<file path="src/rtl/pipe_ctrl_pkg.sv">
// Shared definitions for the pipeline hazard/flush controller:
// FSM state encoding, the hard-wired zero register, and the source-match helper.
package pipe_ctrl_pkg;

   typedef enum logic [1:0] {
      RUN      = 2'd0,
      MEM_WAIT = 2'd1,
      ERR      = 2'd2
   } state_t;

   localparam logic [4:0] REG_X0 = 5'd0;

   // A write to x0 never creates a dependency, so it is excluded here.
   function automatic logic src_match(
      input logic [4:0] rd,
      input logic [4:0] rs1,
      input logic [4:0] rs2
   );
      return (rd != REG_X0) && ((rd == rs1) || (rd == rs2));
   endfunction

endpackage

</file>
<file path="src/rtl/pipe_hazard_ctrl_sat_counter.sv">
// Saturating up-counter used for the stall and flush performance counters.
// Holds at all-ones instead of wrapping.
module sat_counter
   import pipe_ctrl_pkg::*;
#(
   parameter int CNT_W = 32
) (
   input  logic             clk,
   input  logic             arst_n,
   input  logic             inc,
   output logic [CNT_W-1:0] cnt
);

   localparam logic [CNT_W-1:0] ONE = CNT_W'(1);

   // Count up on inc, sticking at the maximum value.
   always_ff @(posedge clk or negedge arst_n) begin
      if (!arst_n) begin
         cnt <= '0;
      end else if (inc && (cnt != '1)) begin
         cnt <= cnt + ONE;
      end
   end

endmodule

</file>
<file path="src/rtl/pipe_hazard_ctrl.sv">
// Pipeline control strobes: freeze on outstanding data-memory access,
// squash on taken branch, one-cycle stall on load-use, plus perf counters.
module pipe_hazard_ctrl
   import pipe_ctrl_pkg::*;
#(
   parameter int MEM_TIMEOUT = 255,
   parameter int CNT_W       = 32
) (
   input  logic             clk,
   input  logic             arst_n,
   input  logic [4:0]       id_rs1,
   input  logic [4:0]       id_rs2,
   input  logic [4:0]       ex_rd,
   input  logic             ex_memread,
   input  logic             ex_branch_taken,
   input  logic             mem_req,
   input  logic             mem_ready,
   output logic             pc_hazard,
   output logic             if_id_hazard,
   output logic             if_id_flush,
   output logic             id_ex_bubble,
   output logic             id_ex_en,
   output logic             ex_mem_en,
   output logic             mem_wb_en,
   output logic             mem_timeout,
   output logic [CNT_W-1:0] stall_cnt,
   output logic [CNT_W-1:0] flush_cnt
);

   localparam int WC_W = (MEM_TIMEOUT < 1) ? 1 : $clog2(MEM_TIMEOUT + 1);
   localparam logic [WC_W-1:0] WC_MAX = WC_W'(MEM_TIMEOUT);
   localparam logic [WC_W-1:0] WC_ONE = WC_W'(1);

   state_t          state;
   state_t          state_nxt;
   logic [WC_W-1:0] wait_cnt;
   logic [WC_W-1:0] wait_nxt;
   logic            timeout_nxt;
   logic            flush_q;

   logic            freeze;
   logic            flush;
   logic            load_use;

   // Hazard/flush/freeze decode; everything is forced low while in reset.
   always_comb begin
      freeze       = (mem_req & ~mem_ready) | (state == ERR);
      flush        = ex_branch_taken & ~freeze & ~flush_q;
      load_use     = ex_memread & src_match(ex_rd, id_rs1, id_rs2)
                     & ~flush & ~freeze;
      pc_hazard    = 1'b0;
      if_id_hazard = 1'b0;
      if_id_flush  = 1'b0;
      id_ex_bubble = 1'b0;
      id_ex_en     = 1'b0;
      ex_mem_en    = 1'b0;
      mem_wb_en    = 1'b0;
      if (arst_n) begin
         unique case (1'b1)
            freeze: begin
               pc_hazard    = 1'b1;
               if_id_hazard = 1'b1;
            end
            flush: begin
               if_id_flush  = 1'b1;
               id_ex_bubble = 1'b1;
               id_ex_en     = 1'b1;
               ex_mem_en    = 1'b1;
               mem_wb_en    = 1'b1;
            end
            load_use: begin
               pc_hazard    = 1'b1;
               if_id_hazard = 1'b1;
               id_ex_bubble = 1'b1;
               id_ex_en     = 1'b1;
               ex_mem_en    = 1'b1;
               mem_wb_en    = 1'b1;
            end
            default: begin
               id_ex_en     = 1'b1;
               ex_mem_en    = 1'b1;
               mem_wb_en    = 1'b1;
            end
         endcase
      end
   end

   // Memory-wait FSM next state, wait counter and timeout flag.
   always_comb begin
      state_nxt   = state;
      wait_nxt    = wait_cnt;
      timeout_nxt = mem_timeout;
      unique case (state)
         RUN: begin
            if (mem_req && !mem_ready) begin
               state_nxt = MEM_WAIT;
               wait_nxt  = '0;
            end
         end
         MEM_WAIT: begin
            if (mem_ready) begin
               state_nxt = RUN;
               wait_nxt  = '0;
            end else if (wait_cnt == WC_MAX) begin
               state_nxt   = ERR;
               timeout_nxt = 1'b1;
            end else begin
               wait_nxt = wait_cnt + WC_ONE;
            end
         end
         ERR: begin
            state_nxt = ERR;
         end
         default: begin
            state_nxt = RUN;
            wait_nxt  = '0;
         end
      endcase
   end

   // State, wait counter, sticky timeout and the one-shot flush guard.
   always_ff @(posedge clk or negedge arst_n) begin
      if (!arst_n) begin
         state       <= RUN;
         wait_cnt    <= '0;
         mem_timeout <= 1'b0;
         flush_q     <= 1'b0;
      end else begin
         state       <= state_nxt;
         wait_cnt    <= wait_nxt;
         mem_timeout <= timeout_nxt;
         flush_q     <= if_id_flush;
      end
   end

   sat_counter #(
      .CNT_W (CNT_W)
   ) u_stall_cnt (
      .clk    (clk),
      .arst_n (arst_n),
      .inc    (pc_hazard),
      .cnt    (stall_cnt)
   );

   sat_counter #(
      .CNT_W (CNT_W)
   ) u_flush_cnt (
      .clk    (clk),
      .arst_n (arst_n),
      .inc    (if_id_flush),
      .cnt    (flush_cnt)
   );

endmodule
</file>
<file path="config.mk">
export PLATFORM = sky130hd
export DESIGN_NAME = pipe_hazard_ctrl
export DESIGN_NICKNAME = d
export VERILOG_FILES = /design/src/rtl/pipe_ctrl_pkg.sv /design/src/rtl/pipe_hazard_ctrl_sat_counter.sv /design/src/rtl/pipe_hazard_ctrl.sv
export SDC_FILE = /design/constraint.sdc
export NUM_CORES = 1
export LEC_CHECK = 0
export CORE_UTILIZATION = 46
export CTS_BUF_LIST = sky130_fd_sc_hd__clkbuf_16
export CTS_CLUSTER_DIAMETER = 120
export DETAILED_ROUTE_END_ITERATION = 7
export PLACE_DENSITY_LB_ADDON = 0.2
export SLEW_MARGIN = 10
export SYNTH_ARGS = -nofsm -noshare
export SYNTH_HDL_FRONTEND = slang
export SYNTH_SLANG_ARGS = --single-unit
export TNS_END_PERCENT = 50
</file>
<file path="constraint.sdc">
create_clock -name clk -period 2.2 [get_ports clk]
set_input_delay 0.44 -clock clk [delete_from_list [all_inputs] [get_ports clk]]
set_output_delay 0.44 -clock clk [all_outputs]
set_load 0.01 [all_outputs]
</file>
Word level (Yosys, flattened, before mapping)
Index checks and enable logic that the tools add are counted.

storage, ports and cells
  register bits = 76
  input port bits = 21
  output and inout port bits = 72

cells by class
  $add $sub $neg = 3
  equality and inequality tests = 10
  multiplexer cells = 16
  bitwise operators = 12
  reduce and logical (&&, ||, !) cells = 13

operators by type and width
  kind                                                                    count
  32-bit by 1-bit adder with 32-bit output (second input constant)        2
  32-bit inequality test (second input constant)                          2
  8-bit 2-to-1 mux                                                        3
  8-bit case mux with 3 select lines                                      1
  5-bit equality test                                                     2
  8-bit by 1-bit adder with 8-bit output (second input constant)          1
  8-bit equality test (second input constant)                             1
  1-bit 2-to-1 mux                                                        8
  1-bit bitwise AND                                                       6
  2-bit 2-to-1 mux                                                        3
  3-bit inequality test (second input constant)                           2
  2-bit case mux with 3 select lines                                      1
  3-bit AND reduction                                                     2
  1-bit inverter                                                          5
  5-bit nonzero test                                                      1
  1-bit logical AND                                                       4
  2-bit OR reduction                                                      2
  2-bit by 1-bit equality test with 1-bit output (second input constant)  1
  2-bit equality test (second input constant)                             1
  2-bit zero test                                                         1
  2-bit inequality test (second input constant)                           1
  2-bit AND reduction                                                     1
  1-bit zero test                                                         1
  1-bit logical OR                                                        1
  1-bit OR                                                                1

Longest topological paths before layout
  depth after elaboration = 13
  gate-level depth with buffers = 8
  mapped depth without buffers = 7

By module
Synthesis repeated with hierarchy kept, for this count alone.

second synthesis, totals
  cell total of the unflattened synthesis = 398
  area total of the unflattened synthesis = 4091.4 um^2

modules (own cells, without submodules)
  module            times used  cells an instance  area an instance (um^2)  seq. area each (um^2)
  sat_counter       2           151                1624.1                   800.8
  pipe_hazard_ctrl  1           96                 843.3                    300.3

Worst setup path before layout
No wires, ideal clock.

  path kind = input -> output
  start point = in ex_rd[1]
  end point = out pc_hazard
  arrival = 1.670 ns
  required time = 1.760 ns
  setup slack = 0.090 ns
  stages = 6
  path buffers = 1
  cell sequence = or4_1 o21ai_1 nor2_1 a22oi_4 inv_2 buf_4

on the way
  word-level cells in the longest chain between the ends = 9
  elaborated cells between the ends (all ways) = 11
  those cells by class = eq/ne (2); mux (2); bitwise (3); reduce/logical (4)

ends and longest elaborated chain
  what                               line                    text
  start, declared                    pipe_hazard_ctrl.sv:13  input logic [4:0] ex_rd,
  5-bit equality test                pipe_ctrl_pkg.sv:19     return (rd != REG_X0) && ((rd == rs1) || (rd == rs2));
  1-bit logical OR                   pipe_ctrl_pkg.sv:19
  1-bit logical AND *                pipe_ctrl_pkg.sv:19
  1-bit bitwise AND *                pipe_hazard_ctrl.sv:49  load_use = ex_memread & src_match(ex_rd, id_rs1, id_rs2)
  1-bit bitwise AND * (2 in series)  pipe_hazard_ctrl.sv:50  & ~flush & ~freeze;
  2-bit OR reduction (no line) *     -
  1-bit 2-to-1 mux * (2 in series)   -
  end, declared                      pipe_hazard_ctrl.sv:18  output logic pc_hazard,

Mark *: on every way between the ends. The rest lies on a longest branch, timed or not.

Final worst setup path
  start point = reg u_stall_cnt.cnt[0]
  end point = reg u_stall_cnt.cnt[1]

on the way
  word-level cells in the longest chain between the ends = 2
  elaborated cells between the ends (all ways) = 3
  those cells by class = add/sub (1); eq/ne (1); reduce/logical (1)

ends and longest elaborated chain
  what                                                                              line                                text
  start, declared                                                                   pipe_hazard_ctrl_sat_counter.sv:11  output logic [CNT_W-1:0] cnt
  start signal, assigned                                                            pipe_hazard_ctrl_sat_counter.sv:21  cnt <= cnt + ONE;
  branches (longest 2 deep; another with 32-bit by 1-bit adder with 32-bit output)  -

Several ways; the timed one is not identified.
A chain may end at the register's enable or synchronous reset.

==> impl_metrics.csv <==
group,metric,value,unit
worst_setup_path,r2r_cells,6,
logic_synthesis,yosysSeqAreaShare,0.493,
clock_tree,ctsRootBufferMaster,"clkbuf_16",
clock_tree,numCtsBuffers,9,
clock_tree,cts_setup_buffers,0,
global_routing,grt_pass1_wl,15.0,mm
sta,skew,0.00816,ns
worst_setup_path,crit_slowest_cell,"dfrtp_1",
worst_hold_path,min_path_type,"input pin to async pin",
floorplan,dieArea,8760,sq um
sta,hold_viol,0,
sta,setup_tns,0,ns
final_layout,final_nets,517,
routing,drt_first_pass_iters,6,
place,gp_congestion,0.815,
worst_setup_path,crit_fanout,10,
sta,setup_violations,0,
worst_setup_path,worst-path-buf-inv,0,
logic_synthesis,syn-num-nets,388,
run,drv_cap,0,
final_layout,antenna-diode-count,0,
sta,rsz0062_at_grt,"yes",
logic_synthesis,synth_area,3860,sq um
logic_synthesis,synth_largest_area_cell,"dfrtp_1",
logic_synthesis,ys_ff_latch,76,
routing,vias,3179,
clock_tree,insertion_delay,0.33,ns
power,p_seq_frac,0.433,
worst_setup_path,cp_top_family,"simple AND/OR/NAND/NOR gates",
routing,ant_nets,0,
worst_setup_path,crit_chain,"ha_1, nand4_1, nor4b_4, nand4_2, nand2_1, mux2_1",
clock_tree,cts_tree,"yes",
power,internal_power,2.86,mW
final_layout,area_delta_synth_final,42.2,%
worst_setup_path,critPathLaunchType,"flop",
floorplan,core,8180,sq um
routing,viasPerCell,5.27,
global_routing,grt_usage,0.219,
final_layout,nFillCells,661,
place,placedCellCount,587,
floorplan,io_pins,93,
place,hpwl,6.26,mm
logic_synthesis,async_flop_share,1.00,
clock_tree,clk_path_buf_depth,2,
global_routing,grt_pass1_vias,3183,
logic_synthesis,synth_enable_flop_cells,0,
global_routing,antenna_found_initial,0,
worst_setup_path,worstPathArrival,2.39,ns
sta,worst_pin_slew,0.755,ns
final_layout,drive_above_1_share,0.179,
power,ir_drop,430,uV
worst_setup_path,endpoint_kind,"flop",
logic_synthesis,netlist_top_cells_area,"dfrtp_1 (49%), xnor2_1 (9.3%), xor2_1 (8.2%)",
worst_setup_path,required,2.41,ns
global_routing,grt_max_degree,61,
sta,maxSlewViolCount,0,
power,p_clk_frac,0.406,
logic_synthesis,synth.most_common_cell,"dfrtp_1",
routing,drt-initial-drc-count,150,
place,dpl_worst_slack,-0.643,ns
sta,setup_ws,0.0190,ns
power,power.leakage,2.45,nW
routing,wirelength,8.82,mm
routing,wire_per_inst,14.6,um
power,p_total,3.84,mW
sta,period_minus_slack,2.18,ns
worst_setup_path,max_stage_delay,0.42,ns
worst_setup_path,rrSetupSlack,0.02,ns
sta,relSlewSlack,0.497,
outcome,outcome,"completed",
final_layout,fin_cells,603,
logic_synthesis,synth_top_cell_area_share,0.493,
logic_synthesis,yosys-top-cells-count,"dfrtp_1 (76), xnor2_1 (41), xor2_1 (36)",
routing,drc,0,
worst_setup_path,critPathKind,"flop to flop",
logic_synthesis,ys_warn_count,0,
logic_synthesis,synthCells,364,
floorplan,die_w,93.6,um
power,p_sw_frac,0.257,
floorplan,rows,33,
sta,post-route-period-util,0.991,
logic_synthesis,synth.avg_cell_area,10.6,sq um
worst_setup_path,cp_num_cells,6,
final_layout,post-route-util,0.671,
power,pwr_density_cell,701,nW/um^2
floorplan,dieHeight,93.6,um
sta,fmax,459,MHz
clock_tree,cts.sinks,76,
logic_synthesis,yosys_most_used_dff,"dfrtp_1",
power,power_frac_comb,0.161,
floorplan,start_util,0.472,
power,power_switching,0.988,mW
clock_tree,path_clk_slew,0.06,ns
place,port_buffers,92,
clock_tree,cts_max_level,3,
logic_synthesis,synth_cell_types,48,
global_routing,gr-total-overflow,0,
==> area by class of cell <==
class | count | area [sq um] | share of cell area
multi-input cells | 274 | 1940 | 0.354
inverters | 5 | 18.8 | 0.00342
well taps | 105 | 131 | 0.0239
clock inverters | 7 | 91.3 | 0.0166
clock buffers | 9 | 225 | 0.0410
repair buffers | 127 | 1170 | 0.214
flip-flops and latches | 76 | 1900 | 0.347
==> layout by cell type, fill, tap and decap left out, types with 9 or more instances in the layout <==
| master | Yosys | final |
|---|---|---|
| clkbuf_16 | 0 | 9 |
| buf_4 | 6 | 35 |
| nand3_1 | 32 | 31 |
| nand4_1 | 21 | 21 |
| clkdlybuf4s50_1 | 0 | 77 |
| nor3_1 | 11 | 11 |
| nand2_1 | 32 | 31 |
| and3_1 | 11 | 11 |
| xor2_1 | 36 | 36 |
| nor2_1 | 24 | 21 |
| xnor2_1 | 41 | 41 |
| dfrtp_1 | 76 | 76 |
==> flip-flops by register name, summed over array words and instances (netlist names) <==
name,count
wait_cnt,8
u_stall_cnt.cnt,32
mem_timeout,1
state,2
u_flush_cnt.cnt,32
flush_q,1
==> stage by stage <==
| stage | area, sq um | hold WS (ns) |
|---|---|---|
| floorplan | 3860 | 0.144 |
| global placement | 5110 | 0.452 |
| detailed placement | 5110 | 0.469 |
| CTS | 5440 | 0.123 |
| global route | 5490 | 0.139 |
| finish | 5490 | 0.121 |
==> cells by family (layout without fill, tap and decap cells) <==
logic type,Yosys count,count (layout),share of synthesized area
fa+ha+maj,3,3,0.00973
xor+xnor,77,77,0.175
simple gates,174,174,0.261
buf+inv,14,148,0.0198
flops,76,76,0.493
compound gates,16,16,0.0308
mux,4,4,0.0110
==> power groups by stage <==
stage / clock [mW] / sequential [mW] / combinational (mW)
final: 1.56 / 1.66 / 0.619
after global routing: 1.63 / 1.69 / 0.683
after CTS: 1.57 / 1.66 / 0.627
after detailed placement: 0 / 1.69 / 0.626
after global placement: 0 / 1.68 / 0.607
after floorplan: 0 / 1.71 / 0.213
==> layer usage <==
metal	global-route usage	vias to the layer above	routed length (um)
li1	-	1535	-
met2	0.352	77	4320
met4	0.0974	0	152
met3	0.0439	13	410
met5	0	-	0
met1	0.287	1554	3940
==> what timing repair did <==
action                     4_1_cts  5_1_grt
pin swaps                        5        2
setup endpoints to repair       23       24
resized for setup               48       12
hold buffers                     0        0
cloned                           0        0
==> worst paths after layout <==
kind                                    startpoint                  end
worst max-delay path            u_stall_cnt.cnt[0]   u_stall_cnt.cnt[1]
worst min-delay path                        arst_n  u_flush_cnt.cnt[11]
worst max register to register  u_stall_cnt.cnt[0]   u_stall_cnt.cnt[1]
worst min register to register         mem_timeout          mem_timeout
max in group asynchronous                   arst_n  u_stall_cnt.cnt[15]
min in group clk                           mem_req             state[0]
Power figures use the tool's default switching activity.
